[src/rtl/cfg_task_sequencer.sv]
// cfg_task_sequencer: walks a config array of task groups, unpacks beats
// into CSR writes, launches each task and waits for its completion.
// Ports: clk/rst, start/abort control, memory read request/data handshake,
// CSR write strobe/addr/data, task_start/task_done, busy/seq_done/aborted/task_cnt.
module cfg_task_sequencer #(
  parameter int CFG_DW     = 512,
  parameter int REG_DW     = 32,
  parameter int REG_AW     = 8,
  parameter int BASE_BEATS = 2,
  parameter int ADDR_W     = 32,
  parameter int TASK_W     = 16
) (
  input  logic              clk,
  input  logic              rst,
  input  logic              start,
  input  logic              abort,
  input  logic [ADDR_W-1:0] cfg_base_addr,
  input  logic [TASK_W-1:0] task_num,
  input  logic [TASK_W-1:0] aux_group_num,
  output logic              rd_req_valid,
  input  logic              rd_req_ready,
  output logic [ADDR_W-1:0] rd_req_addr,
  input  logic              rd_dat_valid,
  output logic              rd_dat_ready,
  input  logic [CFG_DW-1:0] rd_dat,
  output logic              reg_wr_en,
  output logic [REG_AW-1:0] reg_wr_addr,
  output logic [REG_DW-1:0] reg_wr_dat,
  output logic              task_start,
  input  logic              task_done,
  output logic              busy,
  output logic              seq_done,
  output logic              aborted,
  output logic [TASK_W-1:0] task_cnt
);

  localparam int L  = CFG_DW / REG_DW;
  localparam int LW = (L > 1) ? $clog2(L) : 1;
  localparam int BW = TASK_W + 1;
  localparam logic [ADDR_W-1:0] STEP = ADDR_W'(CFG_DW / 8);
  localparam logic [LW-1:0] LAST = LW'(L - 1);

  typedef enum logic [2:0] {
    S_IDLE, S_REQ, S_RECV, S_UNPACK, S_LAUNCH, S_WAIT, S_FIN
  } state_t;

  state_t            state;
  logic [TASK_W-1:0] num_q;
  logic [BW-1:0]     bpg_q;
  logic [BW-1:0]     beat;
  logic [LW-1:0]     lane;
  logic [REG_AW-1:0] waddr;
  logic [CFG_DW-1:0] data_q;
  logic              abort_q;

  // rd_req_addr doubles as the beat pointer; it only matters while
  // rd_req_valid is high, so advancing it at the handshake is harmless.
  always_ff @(posedge clk or posedge rst) begin
    if (rst) begin
      state        <= S_IDLE;
      num_q        <= '0;
      bpg_q        <= '0;
      beat         <= '0;
      lane         <= '0;
      waddr        <= '0;
      data_q       <= '0;
      abort_q      <= 1'b0;
      rd_req_valid <= 1'b0;
      rd_req_addr  <= '0;
      rd_dat_ready <= 1'b0;
      reg_wr_en    <= 1'b0;
      reg_wr_addr  <= '0;
      reg_wr_dat   <= '0;
      task_start   <= 1'b0;
      busy         <= 1'b0;
      seq_done     <= 1'b0;
      aborted      <= 1'b0;
      task_cnt     <= '0;
    end else begin
      unique case (state)
        S_IDLE: begin
          if (start) begin
            busy        <= 1'b1;
            aborted     <= 1'b0;
            abort_q     <= 1'b0;
            task_cnt    <= '0;
            rd_req_addr <= cfg_base_addr;
            num_q       <= task_num;
            bpg_q       <= BW'(BASE_BEATS) + BW'(aux_group_num);
            beat        <= '0;
            waddr       <= '0;
            if (task_num == '0) begin
              state    <= S_FIN;
              seq_done <= 1'b1;
            end else begin
              state        <= S_REQ;
              rd_req_valid <= 1'b1;
            end
          end
        end
        S_REQ: begin
          if (rd_req_ready) begin
            // a read already in flight must be drained before FIN
            rd_req_valid <= 1'b0;
            rd_dat_ready <= 1'b1;
            rd_req_addr  <= rd_req_addr + STEP;
            abort_q      <= abort;
            state        <= S_RECV;
          end else if (abort) begin
            rd_req_valid <= 1'b0;
            seq_done     <= 1'b1;
            aborted      <= 1'b1;
            state        <= S_FIN;
          end
        end
        S_RECV: begin
          if (abort) abort_q <= 1'b1;
          if (rd_dat_valid) begin
            rd_dat_ready <= 1'b0;
            if (abort || abort_q) begin
              seq_done <= 1'b1;
              aborted  <= 1'b1;
              state    <= S_FIN;
            end else begin
              reg_wr_en   <= 1'b1;
              reg_wr_addr <= waddr;
              reg_wr_dat  <= rd_dat[REG_DW-1:0];
              data_q      <= {{REG_DW{1'b0}}, rd_dat[CFG_DW-1:REG_DW]};
              waddr       <= waddr + 1'b1;
              lane        <= '0;
              state       <= S_UNPACK;
            end
          end
        end
        S_UNPACK: begin
          if (abort) begin
            reg_wr_en <= 1'b0;
            seq_done  <= 1'b1;
            aborted   <= 1'b1;
            state     <= S_FIN;
          end else if (lane == LAST) begin
            reg_wr_en <= 1'b0;
            if ((beat + 1'b1) < bpg_q) begin
              beat         <= beat + 1'b1;
              rd_req_valid <= 1'b1;
              state        <= S_REQ;
            end else begin
              task_start <= 1'b1;
              state      <= S_LAUNCH;
            end
          end else begin
            reg_wr_addr <= waddr;
            reg_wr_dat  <= data_q[REG_DW-1:0];
            data_q      <= {{REG_DW{1'b0}}, data_q[CFG_DW-1:REG_DW]};
            waddr       <= waddr + 1'b1;
            lane        <= lane + 1'b1;
          end
        end
        S_LAUNCH: begin
          task_start <= 1'b0;
          if (abort) begin
            seq_done <= 1'b1;
            aborted  <= 1'b1;
            state    <= S_FIN;
          end else begin
            state <= S_WAIT;
          end
        end
        S_WAIT: begin
          if (task_done) begin
            task_cnt <= task_cnt + 1'b1;
            beat     <= '0;
            waddr    <= '0;
          end
          if (abort) begin
            seq_done <= 1'b1;
            aborted  <= 1'b1;
            state    <= S_FIN;
          end else if (task_done) begin
            if ((task_cnt + 1'b1) == num_q) begin
              seq_done <= 1'b1;
              state    <= S_FIN;
            end else begin
              rd_req_valid <= 1'b1;
              state        <= S_REQ;
            end
          end
        end
        S_FIN: begin
          seq_done <= 1'b0;
          busy     <= 1'b0;
          state    <= S_IDLE;
        end
        default: state <= S_IDLE;
      endcase
    end
  end

endmodule

[config.mk]
export PLATFORM = sky130hd
export DESIGN_NAME = cfg_task_sequencer
export DESIGN_NICKNAME = d
export VERILOG_FILES = /design/src/rtl/cfg_task_sequencer.sv
export SDC_FILE = /design/constraint.sdc
export NUM_CORES = 2
export LEC_CHECK = 0
export ABC_AREA = 1
export CELL_PAD_IN_SITES_DETAIL_PLACEMENT = 1
export CELL_PAD_IN_SITES_GLOBAL_PLACEMENT = 1
export CORE_UTILIZATION = 29
export CTS_CLUSTER_SIZE = 10
export DETAILED_ROUTE_END_ITERATION = 16
export GPL_TIMING_DRIVEN = 0
export PLACE_DENSITY_LB_ADDON = 0.1
export SLEW_MARGIN = 20
export SYNTH_ARGS = -nofsm -noshare
export SYNTH_HDL_FRONTEND = slang
export SYNTH_SLANG_ARGS = --single-unit
[constraint.sdc]
create_clock -name clk -period 62.8 [get_ports clk]
set_clock_uncertainty 0.2 [all_clocks]
set_input_delay 6.28 -clock clk [delete_from_list [all_inputs] [get_ports clk]]
set_output_delay 6.28 -clock clk [all_outputs]
set_load 0.05 [all_outputs]
Yosys cells after proc, flatten, opt, wreduce, memory -nomap -nowiden
Index checks and enable logic that the tools add are counted.
- flip-flop bits (word level): 673
- input port bits: 583
- output and inout bits: 95
- $add $sub $neg: 6
- magnitude comparators: 1
- eq/ne operators: 29
- muxes and demuxes: 95
- reductions and logical operators: 32
- operators by type and width (kind ; count):
    512-bit 2-to-1 mux ; 4
    512-bit one-hot mux with 2 select lines ; 1
    32-bit 2-to-1 mux ; 6
    32-bit one-hot mux with 2 select lines ; 2
    17-bit 2-to-1 mux ; 5
    8-bit 2-to-1 mux ; 10
    17-bit one-hot mux with 3 select lines ; 1
    3-bit 2-to-1 mux ; 12
    1-bit 2-to-1 mux ; 34
    2-bit != test (second input constant) ; 17
    32-bit by 7-bit adder with 32-bit output (second input constant) ; 1
    16-bit 2-to-1 mux ; 2
    16-bit one-hot mux with 2 select lines ; 1
    8-bit one-hot mux with 4 select lines ; 1
    3-bit one-hot mux with 6 select lines ; 1
    17-bit by 1-bit adder with 17-bit output (second input constant) ; 1
    2-bit by 16-bit adder with 17-bit output (first input constant) ; 1
    17-bit less-than comparator ; 1
    16-bit by 1-bit adder with 16-bit output (second input constant) ; 1
    16-bit equality test ; 1
    16-bit zero test ; 1
    4-bit 2-to-1 mux ; 4
    8-bit one-hot mux with 2 select lines ; 1
    5-bit AND reduction ; 3
    other kinds (28) ; 51

Longest topological paths before layout
- word-level depth: 6
- gate-level depth with buffers: 24

Worst setup path before layout
OpenSTA, ideal clock, no wires.
- kind: input -> register
- from: in abort
- to: reg data_q[430]
- setup time: 0.130 ns
- arrival: 7.635 ns
- data required time: 62.470 ns
- path slack: 54.835 ns
- stages: 13
- cells stage by stage: clkbuf_1 -> nand2_2 -> nand3_4 -> nor2_4 -> nand2_2 -> inv_2 -> nand2_4 -> inv_2 -> buf_6 -> buf_6 -> buf_4 -> o211ai_1 -> o21ai_1
- cells in the longest elaborated chain, start to end: 3
- RTL lines (what ; RTL line ; text):
    start, declared ; 16 ; input logic abort,
    1-bit logical OR ; 120 ; if (abort || abort_q) begin
    2-bit != test (no line) ; n/a ;
    5-bit AND reduction (no line) * ; n/a ;
    end signal, assigned ; 128 ; data_q <= {{REG_DW{1'b0}}, rd_dat[CFG_DW-1:REG_DW]};
    end signal, assigned ; 154 ; data_q <= {{REG_DW{1'b0}}, data_q[CFG_DW-1:REG_DW]};
    end, declared ; 53 ; logic [CFG_DW-1:0] data_q;
Every way passes the cells marked *; elsewhere a longest branch is shown, timed or not.
A chain may end at the register's enable or synchronous reset.

Worst setup path after layout
- from: in abort
- to: reg data_q[440]
Same word-level chain as after synthesis.

==> flow_summary.html <==
<table>
<tr><th>Metric</th><th>Value</th></tr>
<tr><th colspan="2">Cells and area</th></tr>
<tr><td>Number of nets in the layout</td><td>between 5000 and 6000</td></tr>
<tr><td>Area used by sequential logic in the layout</td><td>~0.016 mm^2</td></tr>
<tr><td>Fillcell total</td><td>12900</td></tr>
<tr><td>Area of the multi-input gates</td><td>approximately 0.013 mm^2</td></tr>
<tr><td>Relative area change from synthesis to final layout</td><td>36.1%</td></tr>
<tr><td>Share of the core filled with cells in the final layout</td><td>between 30 and 40%</td></tr>
<tr><td>Share of layout cells above drive strength 1</td><td>7.51%</td></tr>
<tr><th colspan="2">Floorplanning</th></tr>
<tr><td>Effective utilization at floorplan</td><td>~29%</td></tr>
<tr><td>Chip height</td><td>between 300 and 400 um</td></tr>
<tr><td>Rows</td><td>~120</td></tr>
<tr><td>Placeable core region</td><td>~0.11 mm^2</td></tr>
<tr><td>Die area</td><td>about 0.11 mm^2</td></tr>
<tr><td>Number of ports placed on the die boundary</td><td>~680</td></tr>
<tr><td>Die boundary width</td><td>333 um</td></tr>
<tr><th colspan="2">Pwr</th></tr>
<tr><td>Switching portion of total power</td><td>43.3%</td></tr>
<tr><td>Reported leakage power</td><td>about 18 nW</td></tr>
<tr><td>Maximum vdd drop</td><td>approximately 0.000019 V</td></tr>
<tr><td>Power density over the cells</td><td>approximately 50 mW/mm^2</td></tr>
<tr><td>Logic pwr share</td><td>between 40 and 50%</td></tr>
<tr><td>Share of total power in sequential cells</td><td>between 30% and 40%</td></tr>
<tr><td>Net switching component of the power</td><td>920 uW</td></tr>
<tr><td>Internal power contribution</td><td>1.21 mW</td></tr>
<tr><td>Clock network fraction of total power</td><td>22.1%</td></tr>
<tr><th colspan="2">Synth</th></tr>
<tr><td>Share of synthesized area occupied by flip-flops and latches</td><td>between 50% and 60%</td></tr>
<tr><td>Number of nets produced by synthesis</td><td>~4500</td></tr>
<tr><td>Synth unique cells</td><td>between 40 and 50</td></tr>
<tr><td>Count of yosys warnings during synthesis</td><td>0</td></tr>
<tr><td>Syn_area_per_cell</td><td>8.25 um^2</td></tr>
<tr><td>Cell count after synthesis</td><td>3849</td></tr>
<tr><td>Area of the mapped netlist</td><td>around 0.032 mm^2</td></tr>
<tr><td>Flop and latch count out of synthesis</td><td>~640</td></tr>
<tr><th colspan="2">Clocking</th></tr>
<tr><td>Latest clock arrival within the worst-skew pair</td><td>about 0.66 ns</td></tr>
<tr><td>Count of hold-fix buffers inserted at cts</td><td>0</td></tr>
<tr><td>Clock slew at the register clock pins of the worst setup and hold paths</td><td>about 0.05 ns</td></tr>
<tr><td>Maximum number of buffers from clock root to sink</td><td>3</td></tr>
<tr><td>Clock tree from TritonCTS</td><td>built</td></tr>
<tr><td>Sinks on the clock net</td><td>between 600 and 700</td></tr>
<tr><td>CTS resizes</td><td>0</td></tr>
<tr><td>Number of post-CTS setup repair buffers</td><td>0</td></tr>
<tr><td>CTS root buf</td><td>sky130_fd_sc_hd__clkbuf_16</td></tr>
<tr><td>Number of clock buffers inserted by TritonCTS</td><td>82</td></tr>
<tr><td>Number of H-tree levels</td><td>3</td></tr>
<tr><th colspan="2">Timing</th></tr>
<tr><td>Count of final setup violators</td><td>0</td></tr>
<tr><td>Final number of hold-violating endpoints</td><td>0</td></tr>
<tr><td>Period Utilization, post-route</td><td>between 10 and 15%</td></tr>
<tr><td>Min Clock Period, post-route</td><td>about 8.7 ns</td></tr>
<tr><td>Max Transition Viols Final</td><td>0</td></tr>
<tr><td>Sum Neg Setup Slack</td><td>0 ns</td></tr>
<tr><td>Actual transition at the worst max-transition pin</td><td>around 0.95 ns</td></tr>
<tr><td>Maximum clock rate</td><td>roughly 110 MHz</td></tr>
<tr><td>RSZ-0062 raised after global routing</td><td>no</td></tr>
<tr><td>Worst slew slack as a fraction of its limit</td><td>between 30% and 40%</td></tr>
<tr><th colspan="2">Place</th></tr>
<tr><td>Gp weighted congestion</td><td>0.895</td></tr>
<tr><td>DP Wirelength</td><td>between 100000 and 150000 um</td></tr>
<tr><td>IO buf count</td><td>677</td></tr>
<tr><th colspan="2">Global route</th></tr>
<tr><td>GR Overflow Total</td><td>0</td></tr>
<tr><td>Initial antenna violation count</td><td>81</td></tr>
<tr><td>Wire length of the first global-routing pass</td><td>204000 um</td></tr>
<tr><td>Vias in the first global route</td><td>roughly 32000</td></tr>
<tr><td>Global-route total usage across every layer</td><td>between 20% and 30%</td></tr>
<tr><td>Pin count of the biggest net entering global routing</td><td>101</td></tr>
<tr><th colspan="2">Setup path</th></tr>
<tr><td>Kind of critical path</td><td>input pin to flop</td></tr>
<tr><td>Reg-to-reg setup timing slack</td><td>just under 60 ns</td></tr>
<tr><td>Critical Path Max Stage Delay</td><td>0.55 ns</td></tr>
<tr><td>Number of cells on the worst reg-to-reg path</td><td>24</td></tr>
<tr><td>Setup crit end</td><td>data_q[440]</td></tr>
<tr><td>Worst setup path start</td><td>abort</td></tr>
<tr><td>Endpoint of the worst-slack reg-to-reg timing path</td><td>beat[16]</td></tr>
<tr><td>CP top delay family</td><td>buffers and inverters</td></tr>
<tr><td>Beginning of the worst register-to-register path</td><td>beat[0]</td></tr>
<tr><td>Data arrival time of the worst path</td><td>9.08 ns</td></tr>
<tr><td>Max stage delay cell, worst path</td><td>sky130_fd_sc_hd__clkdlybuf4s50_1</td></tr>
<tr><td>CP max FO</td><td>10</td></tr>
<tr><td>Cell-by-cell trace of the critical path</td><td>clkdlybuf4s50_1 &gt; clkbuf_1 &gt; nand2_2 &gt; nand3_4 &gt; nor2_4 &gt; nand2_2 &gt; inv_2 &gt; nand2_4 &gt; inv_2 &gt; buf_2 &gt; buf_2 &gt; o211ai_1 &gt; o21ai_0</td></tr>
<tr><td>Required time of the critical path</td><td>between 60 and 70 ns</td></tr>
<tr><td>Type of element capturing the critical path</td><td>flop</td></tr>
<tr><td>Sum of buffers and inverters on the critical path</td><td>6</td></tr>
<tr><td>Critical Path Start Type</td><td>input pin</td></tr>
<tr><td>Critical path depth</td><td>13</td></tr>
<tr><th colspan="2">Route</th></tr>
<tr><td>Total met2 wirelength after detailed routing</td><td>around 67000 um</td></tr>
<tr><td>Met3 Routed Length</td><td>around 10000 um</td></tr>
<tr><td>Number of remaining DRC errors</td><td>0</td></tr>
<tr><td>Overall routed net length</td><td>roughly 140000 um</td></tr>
<tr><td>Metal1 wirelength</td><td>between 50000 and 60000 um</td></tr>
<tr><td>First DRT Iteration DRCs</td><td>roughly 1200</td></tr>
<tr><td>Detailed-route vias per instance</td><td>~4.9</td></tr>
<tr><td>Total number of vias</td><td>between 20000 and 30000</td></tr>
<tr><td>Length of the first detailed-routing pass in iterations</td><td>5</td></tr>
<tr><td>DRT antenna net count</td><td>0</td></tr>
<tr><td>Wirelength per Cell</td><td>around 22 um</td></tr>
<tr><td>Top layer reached by signal wires</td><td>met5</td></tr>
<tr><th colspan="2">Outcome</th></tr>
<tr><td>Run status</td><td>complete, no violations</td></tr>
<tr><th colspan="2">Worst hold path</th></tr>
<tr><td>Type of the tightest min-delay check</td><td>flop to flop</td></tr>
<tr><th colspan="2">Run</th></tr>
<tr><td>Number of max-cap violations</td><td>0</td></tr>
</table>
## layout by cell type (no fill, tap or decap), drive strengths merged, types with 2 or more instances in the layout
master         netlist  layout
nand2             1066    1066
clkdlybuf4s50        0     677
dfrtp              641     641
o21ai              419     419
inv                406     410
nor2               334     334
clkbuf             137     263
a31oi              239     239
o211ai             223     223
buf                112     119
nand3               85      85
diode                0      31
a21oi               29      29
nand4               26      26
nor3                22      22
ha                  22      22
o22ai               20      20
xor2                14      14
or2                 12      12
nor4                 9       9
clkinv               0       7
o31ai                6       6
xnor2                5       5
nand3b               3       3
nor3b                3       3
and2                 3       3
and3                 2       2
a21o                 2       2
xnor3                2       2
bufinv               0       2
## registers in the layout (all words and copies together) (netlist names), 4 cells and up
signal and flops:
task_cnt 16, lane 4, rd_req_addr 32, reg_wr_addr 8, data_q 480, beat 17
bpg_q 17, waddr 8, num_q 16, reg_wr_dat 32
## per-stage QoR
step | area [um^2] | power, mW | setup WS, ns | cells | hold slack [ns]
2_1_floorplan | 31700 | 1.32 | 38.36 | 3849 | 0.242
3_3_place_gp | 40300 | 1.66 | 28.40 | 5940 | 0.255
3_5_place_dp | 40500 | 1.68 | 53.40 | 5947 | 0.260
4_1_cts | 43100 | 2.16 | 54.10 | 6086 | 0.273
5_1_grt | 43200 | 2.29 | 53.93 | 6103 | 0.301
6_report | 43200 | 2.13 | 54.08 | 6117 | 0.267
## worst min path at each step
stage,startpoint,to,cells after the start
6_report,rd_req_addr[0],rd_req_addr[0],2
3_3_place_gp,rd_req_addr[4],rd_req_addr[4],2
5_1_grt,rd_req_addr[4],rd_req_addr[4],2
3_5_place_dp,rd_req_addr[0],rd_req_addr[0],2
4_1_cts,rd_req_addr[0],rd_req_addr[0],2
2_1_floorplan,bpg_q[0],bpg_q[0],2
## per-layer routing
| layer | up-vias | track usage [%] |
|---|---|---|
| li1 | 14300 | - |
| met1 | 14300 | 29.0 |
| met2 | 699 | 41.9 |
| met3 | 279 | 7.55 |
| met4 | 98 | 8.86 |
| met5 | - | 0 |
## power by group through the flow
| stage | clock network (mW) | logic (mW) | registers [mW] |
|---|---|---|---|
| 2_1_floorplan | 0 | 0.552 | 0.770 |
| 3_3_place_gp | 0 | 0.946 | 0.712 |
| 3_5_place_dp | 0 | 0.966 | 0.713 |
| 4_1_cts | 0.482 | 0.970 | 0.706 |
| 5_1_grt | 0.497 | 1.06 | 0.728 |
| 6_report | 0.471 | 0.953 | 0.704 |
## Yosys cell counts, drive strengths merged
cell / count / area share, %
nand3: 85 / 1.4
a22oi: 1 / 0.024
and2: 3 / 0.059
xnor2: 5 / 0.14
nand4: 26 / 0.51
nor4b: 1 / 0.028
or2: 12 / 0.24
xnor3: 2 / 0.14
buf: 112 / 2.5
and3: 2 / 0.039
o32a: 1 / 0.032
inv: 406 / 4.8
o211ai: 223 / 6.8
nor2: 334 / 4.1
o22ai: 20 / 0.39
a31oi: 239 / 4.7
nor3: 22 / 0.35
nor3b: 3 / 0.071
nor4: 9 / 0.18
xor2: 14 / 0.39
clkbuf: 137 / 1.6
o21bai: 1 / 0.024
nand3b: 3 / 0.071
a21o: 2 / 0.047
dfrtp: 641 / 51
o31ai: 6 / 0.14
a21boi: 1 / 0.024
nand2: 1066 / 13
a32oi: 1 / 0.028
a21oi: 29 / 0.46
ha: 22 / 0.87
o21ai: 419 / 6.6
o2111ai: 1 / 0.028
## area by class of cell
class	instances	share of cell area (%)
tap	1414	4.10
clock buffer	126	5.72
inverter	406	3.55
multi-input combinational	2553	29.8
buffer	249	3.04
sequential	641	37.1
clock inverter	13	0.353
antenna	31	0.180
timing repair buffer	684	16.1
## worst reg2reg max path: stages, from the launching register on
cell                      delay [ns]
sky130_fd_sc_hd__dfrtp_1        0.42
sky130_fd_sc_hd__ha_1           0.22
sky130_fd_sc_hd__nand3_1        0.12
sky130_fd_sc_hd__nor2_1         0.18
sky130_fd_sc_hd__nand2_1        0.09
sky130_fd_sc_hd__nor2_1         0.09
sky130_fd_sc_hd__nand2_1        0.07
sky130_fd_sc_hd__nor2_1         0.17
sky130_fd_sc_hd__nand3_1        0.18
sky130_fd_sc_hd__nor2_1         0.13
sky130_fd_sc_hd__nand2_1        0.07
sky130_fd_sc_hd__xnor2_1        0.26
sky130_fd_sc_hd__ha_1           0.31
sky130_fd_sc_hd__nand2_1        0.07
sky130_fd_sc_hd__inv_1          0.05
sky130_fd_sc_hd__o21ai_0        0.07
sky130_fd_sc_hd__nand2_1        0.08
sky130_fd_sc_hd__nor2_1         0.17
sky130_fd_sc_hd__nand3_1        0.21
sky130_fd_sc_hd__nand2_1        0.16
sky130_fd_sc_hd__nand3_1        0.32
sky130_fd_sc_hd__inv_2          0.30
sky130_fd_sc_hd__buf_2          0.29
sky130_fd_sc_hd__nand3_1        0.11
sky130_fd_sc_hd__nand2_1        0.08
## logic make-up (layout without fill, tap and decap cells)
family / count (synthesis) / after routing / share of synthesized area [%]
AOI/OAI and AO/OA: 944 / 944 / 19.3
xor gates and xnor gates: 21 / 21 / 0.666
adders and majority gates: 22 / 22 / 0.867
buffers and inverters: 655 / 1478 / 8.93
DFF: 641 / 641 / 50.5
other: 0 / 31 / 0
and+or+nand+nor: 1566 / 1566 / 19.7
Note: power is estimated with default switching activity, not from simulation.
